==> src/rtl/fp_matmul_sequencer.sv <==
// Sequencer for C = A x B over N x N FP32 matrices, time-sharing one external
// multiplier and one external adder across all N^3 multiply-accumulate terms.
module fp_matmul_sequencer #(
    parameter int N      = 4,
    parameter int IDX_W  = 2,
    parameter int ADDR_W = 4
) (
    input  logic              clk,
    input  logic              rst,
    input  logic              start,
    output logic              busy,
    output logic              done,
    output logic              nan_seen,
    output logic [ADDR_W-1:0] a_addr,
    output logic [ADDR_W-1:0] b_addr,
    input  logic [31:0]       a_rdata,
    input  logic [31:0]       b_rdata,
    output logic [31:0]       mul_a,
    output logic [31:0]       mul_b,
    input  logic [31:0]       mul_z,
    output logic [31:0]       add_a,
    output logic [31:0]       add_b,
    input  logic [31:0]       add_z,
    output logic [ADDR_W-1:0] c_addr,
    output logic              c_we,
    output logic [31:0]       c_wdata
);

    typedef enum logic [2:0] {
        S_IDLE, S_READ, S_MUL, S_ACC, S_WRITE, S_DONE
    } state_t;

    localparam logic [IDX_W-1:0] LAST = IDX_W'(N - 1);

    state_t            state, state_nx;
    logic [IDX_W-1:0]  i, j, k;
    logic [31:0]       prod, acc;
    logic [ADDR_W-1:0] a_addr_q, b_addr_q, c_addr_q;
    logic              add_nan;

    assign add_nan = (add_z[30:23] == 8'hFF) && (add_z[22:0] != 23'd0);

    always_ff @(posedge clk) begin
        if (rst) state <= S_IDLE;
        else     state <= state_nx;
    end

    always_comb begin
        state_nx = state;
        case (state)
            S_IDLE:  if (start) state_nx = S_READ;
            S_READ:  state_nx = S_MUL;
            S_MUL:   state_nx = S_ACC;
            S_ACC:   state_nx = (k == LAST) ? S_WRITE : S_READ;
            S_WRITE: state_nx = (i == LAST && j == LAST) ? S_DONE : S_READ;
            S_DONE:  state_nx = S_IDLE;
            default: state_nx = S_IDLE;
        endcase
    end

    // Indices wrap naturally because N is a power of two.
    always_ff @(posedge clk) begin
        if (rst) begin
            i        <= '0;
            j        <= '0;
            k        <= '0;
            prod     <= '0;
            acc      <= '0;
            nan_seen <= 1'b0;
            a_addr_q <= '0;
            b_addr_q <= '0;
            c_addr_q <= '0;
        end else begin
            case (state)
                S_IDLE: if (start) begin
                    i        <= '0;
                    j        <= '0;
                    k        <= '0;
                    acc      <= '0;
                    nan_seen <= 1'b0;
                end
                S_READ: begin
                    a_addr_q <= {i, k};
                    b_addr_q <= {k, j};
                end
                S_MUL: prod <= mul_z;
                S_ACC: begin
                    acc <= add_z;
                    k   <= k + 1'b1;
                    if (add_nan) nan_seen <= 1'b1;
                end
                S_WRITE: begin
                    c_addr_q <= {i, j};
                    acc      <= '0;
                    j        <= j + 1'b1;
                    if (j == LAST) i <= i + 1'b1;
                end
                default: ;
            endcase
        end
    end

    // Addresses are driven live in their own state and hold otherwise.
    always_comb begin
        busy    = (state != S_IDLE);
        done    = (state == S_DONE);
        a_addr  = a_addr_q;
        b_addr  = b_addr_q;
        c_addr  = c_addr_q;
        mul_a   = '0;
        mul_b   = '0;
        add_a   = '0;
        add_b   = '0;
        c_we    = 1'b0;
        c_wdata = '0;
        case (state)
            S_READ: begin
                a_addr = {i, k};
                b_addr = {k, j};
            end
            S_MUL: begin
                mul_a = a_rdata;
                mul_b = b_rdata;
            end
            S_ACC: begin
                add_a = acc;
                add_b = prod;
            end
            S_WRITE: begin
                c_we    = 1'b1;
                c_addr  = {i, j};
                c_wdata = acc;
            end
            default: ;
        endcase
    end

endmodule
==> config.mk <==
export PLATFORM = sky130hd
export DESIGN_NAME = fp_matmul_sequencer
export DESIGN_NICKNAME = d
export VERILOG_FILES = /design/src/rtl/fp_matmul_sequencer.sv
export SDC_FILE = /design/constraint.sdc
export NUM_CORES = 1
export LEC_CHECK = 0
export ABC_AREA = 1
export BUFFER_PORTS_ARGS = -buffer_cell sky130_fd_sc_hd__buf_2
export CORE_AREA = 2 2 118 120
export CTS_CLUSTER_DIAMETER = 150
export CTS_CLUSTER_SIZE = 24
export DETAILED_ROUTE_END_ITERATION = 6
export DIE_AREA = 0 0 120 122
export PLACE_DENSITY = 0.67
export SLEW_MARGIN = 30
export SYNTH_ARGS = -nofsm -noshare
export SYNTH_HDL_FRONTEND = slang
export SYNTH_SLANG_ARGS = --single-unit
==> constraint.sdc <==
create_clock -name clk -period 1.57 [get_ports clk]
set_input_delay 0.157 -clock clk [delete_from_list [all_inputs] [get_ports clk]]
set_output_delay 0.157 -clock clk [all_outputs]
set_load 0.005 [all_outputs]
==> flow_summary.toml, run 1 <==
[status]
status = "finished, violations left"
violations = "negative setup slack"

[layout]
fillers = 1336
finalInstanceArea_um2 = 7690
drive_gt1_frac = 0.475
final_core_util = 0.570
multiInputGateArea_um2 = 2350
fin_nets = 1196
seqCellArea_um2 = 1730
syn_to_final_growth_pct = 77.0

[clocking]
cts_tree = "yes"
ctsLongestPathBuffers = 2
ctsRootBufferMaster = "clkbuf_16"
clkSinkCount = 86
hold_buffers = 0
clk_pin_slew_worst_paths_ns = 0.06
clk_latency_ns = 0.35
htree_levels = 3
tritoncts.num_buffers = 9

[sta]
min_period_over_period = 1.10
rsz0062_at_grt = "yes"
fmax_mhz = 577
fin_worst_skew_ns = 0.00578
hold_viol = 0
drv_slew = 0
setup_ws_ns = -0.164
setup_viol = 199
slew-limit-headroom = 0.598
worstMarginPinSlew_ns = 0.602
fin_crit_ns = 1.73

[critical_path]
crit_path_end_kind = "output pin"
cp_top_family = "buffers and inverters"
worst_r2r_endpoint = "acc[8]"
cp-start-kind = "register"
cp_max_fo = 10
path_depth = 8
rr_startpoint = "state[0]"
crit_slowest_cell = "dfxtp_4"
ff2ff_path_depth = 9
worstPathCellList = "inv_8 > nand2_4 > nor2_4 > inv_8 > buf_6 > buf_6 > nor2_1 > buf_2"
cp.arrival_ns = 1.58
critPathMaxStageDelay_ns = 0.37
cp_num_buf_inv = 5
worst-endpoint-required_ns = 1.41
critPathKind = "reg2out"
r2r_setup_slack_ns = -0.13

[hold_path]
hold_depth = 3
hold_class = "in2reg"
whs_endpoint = "acc[31]"
hold_start = "add_z[31]"

[drt]
drtPass1Iterations = 4
drt_iter0_drc = 354
vias = 5577
drc = 0
ant_nets = 0
drt_wl_total_mm = 17.3
wire_per_inst_um = 13.8
routed_via_density = 4.47

[global_routing]
top_usage_layer = "met2"
grt_pass1_vias = 4529
grt_pass1_wl_mm = 23.5
use_met3 = 0.0655
grt_max_degree = 50
grt_use_total = 0.206
grt_antenna_before_repair = 3
grtUsageMet1 = 0.273
grt-ovfl-total = 0
grtUsageMet2 = 0.320

[die]
die_w_um = 120
start_util = 0.322
rows = 43
ioPinCount = 307
core_area_um2 = 13500
die_h_um = 122
die_area_um2 = 14600

[power_and_ir_drop]
pwr-share-seq = 0.383
power.leakage_nw = 3.97
netSwitchingFraction = 0.285
p_sw_mw = 1.76
p_clk_frac = 0.367
p_per_area_nw_per_um2 = 804
irDropWorstVdd_mv = 0.641
intPower_mw = 4.42
power.total_mw = 6.18
power_frac_comb = 0.250

[synthesis]
ys_top_cells_by_area = "dfxtp_1 40%, nor2_1 16%, inv_1 13%, a21oi_1 9.7%, nand2_1 8.6%"
syn_inst = 716
ys_types = 22
synth_top_area_share = 0.396
ys_warn_count = 0
synth_nets = 850
yosysSeqAreaShare = 0.396
yosys.area.top_type = "dfxtp_1"
syn-mean-instance-area_um2 = 6.07
syn_area_um2 = 4350
synth_seq_cells = 86

[place]
gp_congestion = 0.749
placed_cell_area_um2 = 6170
portBuffers = 306
post-dp-hpwl_mm = 11.3

[flow_run]
maxCapViolCount = 0
==> cells by family after synthesis <==
group                    synth area share
AND/OR/NAND/NOR                     0.265
buffers and inverters               0.176
AO/OA/AOI/OAI                       0.155
flip-flops                          0.396
adder cells (fa/ha/maj)           0.00864
==> power by group through the flow <==
stage | clock (mW) | sequential [mW] | combinational (mW)
2_1_floorplan | 0 | 2.39 | 0.545
3_3_place_gp | 0 | 2.40 | 1.02
3_5_place_dp | 0 | 2.40 | 1.03
4_1_cts | 2.34 | 2.36 | 1.22
5_1_grt | 2.40 | 2.38 | 1.68
6_report | 2.27 | 2.37 | 1.54
==> per-stage QoR <==
step                setup WS [ns]  instances  TNS (ns)  hold WS [ns]
floorplan                   0.119        716         0         0.304
global placement           0.0208       1183         0         0.424
detailed placement        -0.0235       1183   -0.0593         0.427
CTS                        -0.148       1221    -15.55        0.0515
global route               -0.250       1247    -35.65        0.0600
finish                     -0.164       1248    -18.92        0.0635
==> cell usage in the layout, fill, tap and decap left out, types with 2 or more instances in the layout <==
| cell | instances |
|---|---|
| a211oi_1 | 6 |
| a21oi_1 | 70 |
| a21oi_2 | 14 |
| buf_12 | 8 |
| buf_16 | 2 |
| buf_2 | 300 |
| buf_4 | 30 |
| buf_6 | 22 |
| buf_8 | 2 |
| clkbuf_16 | 17 |
| clkbuf_8 | 4 |
| dfxtp_1 | 83 |
| dfxtp_4 | 3 |
| ha_1 | 3 |
| inv_1 | 149 |
| inv_2 | 2 |
| inv_4 | 2 |
| inv_6 | 2 |
| inv_8 | 4 |
| nand2_1 | 79 |
| nand2_2 | 8 |
| nand2_4 | 13 |
| nand3_1 | 5 |
| nand3_4 | 2 |
| nor2_1 | 124 |
| nor2_2 | 44 |
| nor2_4 | 18 |
| nor3_4 | 2 |
| o21ai_0 | 35 |
| o21ai_2 | 2 |
| or2_4 | 2 |
==> layout make-up <==
class / instances / area share
multi-input cells: 433 / 0.305
repair inverters: 2 / 0.00293
repair buffers: 372 / 0.315
clock inverters: 2 / 0.00488
well taps: 180 / 0.0293
clock buffers: 14 / 0.0369
diodes: 1 / 0.000325
flip-flops and latches: 86 / 0.225
inverters: 158 / 0.0810
==> timing repair <==
action / 4_1_cts / 5_1_grt
gates cloned: 6 / 9
gates resized for setup: 92 / 107
setup endpoints to repair: 172 / 205
pin swaps: 4 / 12
buffers inserted: 16 / 19
==> state kept, by name (all words and copies together), names as in the netlist <==
name,flops
b_addr_q,4
nan_seen,1
k,2
c_addr_q,4
state,3
i,2
acc,32
j,2
a_addr_q,4
prod,32
==> worst max-delay path by stage <==
stage          slack (ns)     endpoint      from
2_1_floorplan        0.12    c_addr[1]  state[0]
3_3_place_gp         0.02    a_addr[3]  state[0]
3_5_place_dp        -0.02    a_addr[3]  state[0]
4_1_cts             -0.15    add_a[21]  state[0]
5_1_grt             -0.25    mul_b[17]  state[1]
6_report            -0.16  c_wdata[11]  state[0]
==> worst min-delay path, cell delays in order <==
cell	delay, ns
buf_2	0.09
nand2_1	0.05
a21oi_1	0.06
==> metal layers <==
metal | part of all wire | vias up | routed length, um
li1 | - | 2821 | -
met1 | 0.44 | 2516 | 7620
met4 | 0.013 | 4 | 233
met5 | 0.0016 | - | 27
met2 | 0.47 | 216 | 8040
met3 | 0.079 | 20 | 1360
==> Yosys cell counts, drive strengths merged <==
| master | n |
|---|---|
| nand3b | 1 |
| a211oi | 6 |
| ha | 3 |
| o211ai | 1 |
| clkinv | 2 |
| or2 | 2 |
| a21oi | 84 |
| nand3 | 6 |
| dfxtp | 86 |
| nor3 | 3 |
| buf | 14 |
| o21ai | 39 |
| clkbuf | 27 |
| nor2 | 186 |
| inv | 156 |
| nand2 | 100 |
No activity file was read; power rests on OpenSTA's default activity.
==> run 2: changes to the inputs <==
- BUFFER_PORTS_ARGS: -buffer_cell sky130_fd_sc_hd__buf_2 -> unset
- CORE_AREA: 2 2 118 120 -> unset
- CORE_MARGIN: unset -> 2
- CORE_UTILIZATION: unset -> 30
- DIE_AREA: 0 0 120 122 -> unset
- DONT_BUFFER_PORTS: unset -> 1
- PLACE_DENSITY: 0.67 -> 0.45
==> run 2 against run 1 <==
  * The flow still finishes with violations (negative setup slack)
  * First-iteration DRC count decreased by 37%
  * Critical path depth decreased by 3
  * Clock power increased by 7%
  * Sequential power about the same
  * Cell area decreased by 21%
  * Cell count decreased by 24%
  * Largest power group is now the clock network
  * Highest routed layer is now met4
==> flow_summary.toml, run 2 (same netlist as run 1, synthesis figures left out) <==
[clocking]
clkSinkCount = 86
cts_tree = "yes"
ctsLongestPathBuffers = 2
ctsRootBufferMaster = "clkbuf_16"
tritoncts.num_buffers = 9
clk_latency_ns = 0.35
clk_pin_slew_worst_paths_ns = 0.06
htree_levels = 3

[global_routing]
use_met3 = 0.0399
grt-ovfl-total = 0
grt_use_total = 0.174
top_usage_layer = "met2"
grtUsageMet2 = 0.296
grtUsageMet1 = 0.208
grt_pass1_wl_mm = 21.6
grt_antenna_before_repair = 1
grt_pass1_vias = 4170
grt_max_degree = 59

[sta]
setup_ws_ns = -0.0783
hold_viol = 0
slew-limit-headroom = 0.726
rsz0062_at_grt = "yes"
drv_slew = 0
setup_viol = 68
hold-worst-slack_ns = 0.0167
worstMarginPinSlew_ns = 0.408
min_period_over_period = 1.05
fmax_mhz = 607
fin_worst_skew_ns = 0.00785
fin_crit_ns = 1.65

[critical_path]
path_depth = 5
worst_r2r_endpoint = "acc[19]"
critPathKind = "reg2out"
cpMostUsedCell = "inv_4"
crit_path_end_kind = "output pin"
crit_slowest_cell = "dfxtp_2"
cp_num_buf_inv = 3
cp-start-kind = "register"
cp_top_family = "buffers and inverters"
r2r_setup_slack_ns = 0.14
worst-endpoint-required_ns = 1.41
startpoint = "state[0]"
critPathMaxStageDelay_ns = 0.35
critPathCapture = "add_a[17]"
cp_max_fo = 5
worstPathCellList = "inv_4 > nor3_4 > inv_4 > bufbuf_16 > nor2_4"
rr_startpoint = "state[1]"
ff2ff_path_depth = 9
cp.arrival_ns = 1.49

[layout]
final_common_cell = "inv_1"
reg_top3 = "acc: 32 flops, prod: 32 flops"
drive_gt1_frac = 0.240
fillers = 1460
fin_nets = 893
syn_to_final_growth_pct = 40.5
final_cell_mix = "151 x inv_1, 96 x nand2_1, 84 x nor2_2, 83 x dfxtp_1, 81 x nor2_1"

[place]
post-dp-hpwl_mm = 9.50
portBuffers = 0
preCtsSetupSlack_ns = 0.0226
gp_congestion = 0.871

[die]
start_util = 0.310
die_h_um = 124
rows = 43
core_area_um2 = 14000
die_w_um = 124
die_area_um2 = 15500
ioPinCount = 307

[drt]
drtPass1Iterations = 4
ant_nets = 0
drt_iter0_drc = 222
routed_via_density = 4.74
wire_per_inst_um = 15.8
drc = 0
vias = 4476
drt_wl_total_mm = 14.9

[power_and_ir_drop]
p_per_area_nw_per_um2 = 964
irDropWorstVdd_mv = 0.617
power.leakage_nw = 2.38

[flow_run]
maxCapViolCount = 0

[hold_path]
hold_class = "in2reg"
hold_depth = 2

[status]
status = "finished, violations left"
violations = "negative setup slack"
-- run 2: metal layers --
metal / routed length, um / vias up
met3: 781 / 30
li1: - / 2211
met5: 0 / -
met4: 473 / 0
met2: 7480 / 191
met1: 6210 / 2044
-- run 2: worst min path at each step --
stage	to	start	slack [ns]
floorplan	acc[6]	add_z[6]	0.30
global placement	acc[22]	rst	0.23
detailed placement	acc[20]	rst	0.23
CTS	prod[27]	mul_z[27]	0.001
global route	prod[15]	mul_z[15]	0.01
finish	prod[29]	mul_z[29]	0.02
-- run 2: stage by stage --
stage	setup TNS, ns	cell area [um2]	power (mW)	utilization	cells
after global placement	0	4580	3.10	0.326	871
after floorplan	0	4350	2.94	-	716
after detailed placement	0	4580	3.12	0.326	871
after global routing	-11.96	6110	6.19	0.435	945
after CTS	-3.82	5810	5.84	0.414	935
final	-2.25	6110	5.88	0.435	945
-- run 2: area by class of cell --
type,count,area (um2),share of cell area
inverter,158,609,0.0998
antenna,1,2.50,0.000410
clock inverter,5,106,0.0174
sequential,86,1730,0.283
tap,180,225,0.0369
multi-input combinational,431,2290,0.376
timing repair buffer,73,907,0.149
clock buffer,11,233,0.0381
-- run 2: report_power, final --
group          switching [mW]  leakage [nW]  internal [mW]
logic                   0.653          1.52          0.427
clock network           0.882         0.160           1.56
registers              0.0497         0.700           2.31
-- run 2: what timing repair did --
item | in CTS | in global routing
endpoints found under the setup margin | 171 | 143
buffers inserted | 8 | 6
pin swaps | 1 | 3
hold endpoints to repair | 52 | 0
gates resized for setup | 112 | 55
hold buffers | 36 | 0
gates cloned | 4 | 5
==> run 3: changes to the inputs <==
- CAP_MARGIN: unset -> 20
- CTS_BUF_LIST: unset -> sky130_fd_sc_hd__clkbuf_16
- PLACE_DENSITY: 0.45 -> 0.41
==> run 3 against run 2 <==
  * The flow finishes with violations (negative hold slack, negative setup slack)
  * Sequential power about the same
  * Via count increased by 1.4%
  * Maximum frequency up 2.4%
  * Worst hold slack got worse by 0.029 ns
  * Sequential share of layout area decreased by 2.1 points
  * Cell area rose by 8.4%
  * Critical path type unchanged
  * Register-to-register slack worse by 0.10 ns
  * Total power is 2.0% lower
  * Largest cell class unchanged
  * Count of clock-buffer cells in the layout decreased by 2
  * Critical endpoint is now add_a[10]
==> flow_summary.toml, run 3 (same netlist as run 1, synthesis figures left out) <==
[sta]
rsz0062_at_grt = "yes"
fmax_mhz = 621
drv_slew = 0
setup_viol = 69
fin_worst_skew_ns = 0.00777
min_period_over_period = 1.03
slew-limit-headroom = 0.748
fin_crit_ns = 1.61
hold-worst-slack_ns = -0.0124
hold_viol = 4
setup_ws_ns = -0.0403
worstMarginPinSlew_ns = 0.375

[status]
violations = "negative hold slack, negative setup slack"
status = "finished, violations left"

[die]
ioPinCount = 307
die_h_um = 124
core_area_um2 = 14000
die_w_um = 124
die_area_um2 = 15500
rows = 43
start_util = 0.310

[power_and_ir_drop]
irDropWorstVdd_mv = 0.547
p_per_area_nw_per_um2 = 872
power.leakage_nw = 2.52
power.total_mw = 5.77

[clocking]
clk_pin_slew_worst_paths_ns = 0.06
htree_levels = 3
clk_latency_ns = 0.34
tritoncts.num_buffers = 9
ctsLongestPathBuffers = 2
ctsRootBufferMaster = "clkbuf_16"
cts_tree = "yes"
clkSinkCount = 86

[drt]
drt_wl_total_mm = 15.9
ant_nets = 0
routed_via_density = 4.74
drc = 0
drt_iter0_drc = 209
wire_per_inst_um = 16.5
vias = 4537
drtPass1Iterations = 5

[layout]
final_cell_mix = "152 x inv_1, 97 x nand2_1, 83 x dfxtp_1, 82 x a21oi_1, 64 x nor2_4"
final_common_cell = "inv_1"
reg_top3 = "acc: 32 flops, prod: 32 flops"
fillers = 1416
fin_nets = 907
final_core_util = 0.471
finalInstanceArea_um2 = 6620
drive_gt1_frac = 0.274
syn_to_final_growth_pct = 52.2

[global_routing]
grt-ovfl-total = 0
grt_max_degree = 51
grt_antenna_before_repair = 1
grt_use_total = 0.180
grt_pass1_wl_mm = 22.3
grt_pass1_vias = 4230

[critical_path]
cp-start-kind = "register"
worstPathCellList = "inv_8 > nor3_4 > inv_4 > buf_12 > nor2_2 > buf_4"
crit_path_end_kind = "output pin"
critPathMaxStageDelay_ns = 0.38
critPathKind = "reg2out"
cp.arrival_ns = 1.45
crit_slowest_cell = "dfxtp_4"
worst-endpoint-required_ns = 1.41
cp_max_fo = 16

[place]
gp_congestion = 0.828
placed_cell_area_um2 = 4620
post-dp-hpwl_mm = 9.85
portBuffers = 0

[flow_run]
maxCapViolCount = 0

[hold_path]
hold_class = "in2reg"
==> run 3: cell type report <==
class / count / area [um2] / share of cell area
Clock buffer: 9 / 225 / 0.0340
Sequential cell: 86 / 1730 / 0.262
Inverter: 158 / 618 / 0.0934
Multi-Input combinational cell: 431 / 2580 / 0.389
Antenna cell: 1 / 2.50 / 0.000378
Clock inverter: 6 / 57.6 / 0.00870
Timing Repair Buffer: 87 / 1180 / 0.178
Tap cell: 180 / 225 / 0.0340
==> run 3: per-layer routing <==
metal	vias to the layer above	track usage	share of wire
met4	0	0.0813	0.032
met2	199	0.311	0.50
li1	2235	-	-
met3	27	0.0511	0.064
met1	2076	0.206	0.40
met5	-	0	0
==> run 3: path summary, 6_finish.rpt <==
check	start	end	slack (ns)	cells past startpoint
setup / recovery	state[0]	add_a[10]	-0.04	6
hold / removal	mul_z[27]	prod[27]	-0.01	2
setup reg to reg	state[0]	prod[6]	0.04	8
hold reg to reg	prod[28]	prod[28]	0.45	2
==> run 3: metrics by stage <==
| stage | TNS (ns) | instances | setup WS [ns] |
|---|---|---|---|
| final | -1.25 | 958 | -0.0403 |
| after global routing | -8.39 | 958 | -0.100 |
| after CTS | -0.290 | 938 | -0.0307 |
| after detailed placement | 0 | 872 | 0.0361 |
| after global placement | 0 | 872 | 0.0788 |
| after floorplan | 0 | 716 | 0.119 |
==> run 3: where the power goes <==
| part | internal, mW | switching [mW] |
|---|---|---|
| logic | 0.574 | 0.780 |
| registers | 2.31 | 0.0534 |
| clock network | 1.21 | 0.843 |
==> run 3: what timing repair did <==
action	CTS	global route
resized for setup	125	136
hold buffers	36	4
hold endpoints to repair	53	4
pin swaps	2	3
endpoints found under the setup margin	172	203
gates cloned	6	8
setup buffers	9	7
==> run 3: worst max-delay path: cells and delay by family (launching register included) <==
kind	cells	cell delay (ns)
buf+inv	4	0.43
flops	1	0.38
simple gates	2	0.28
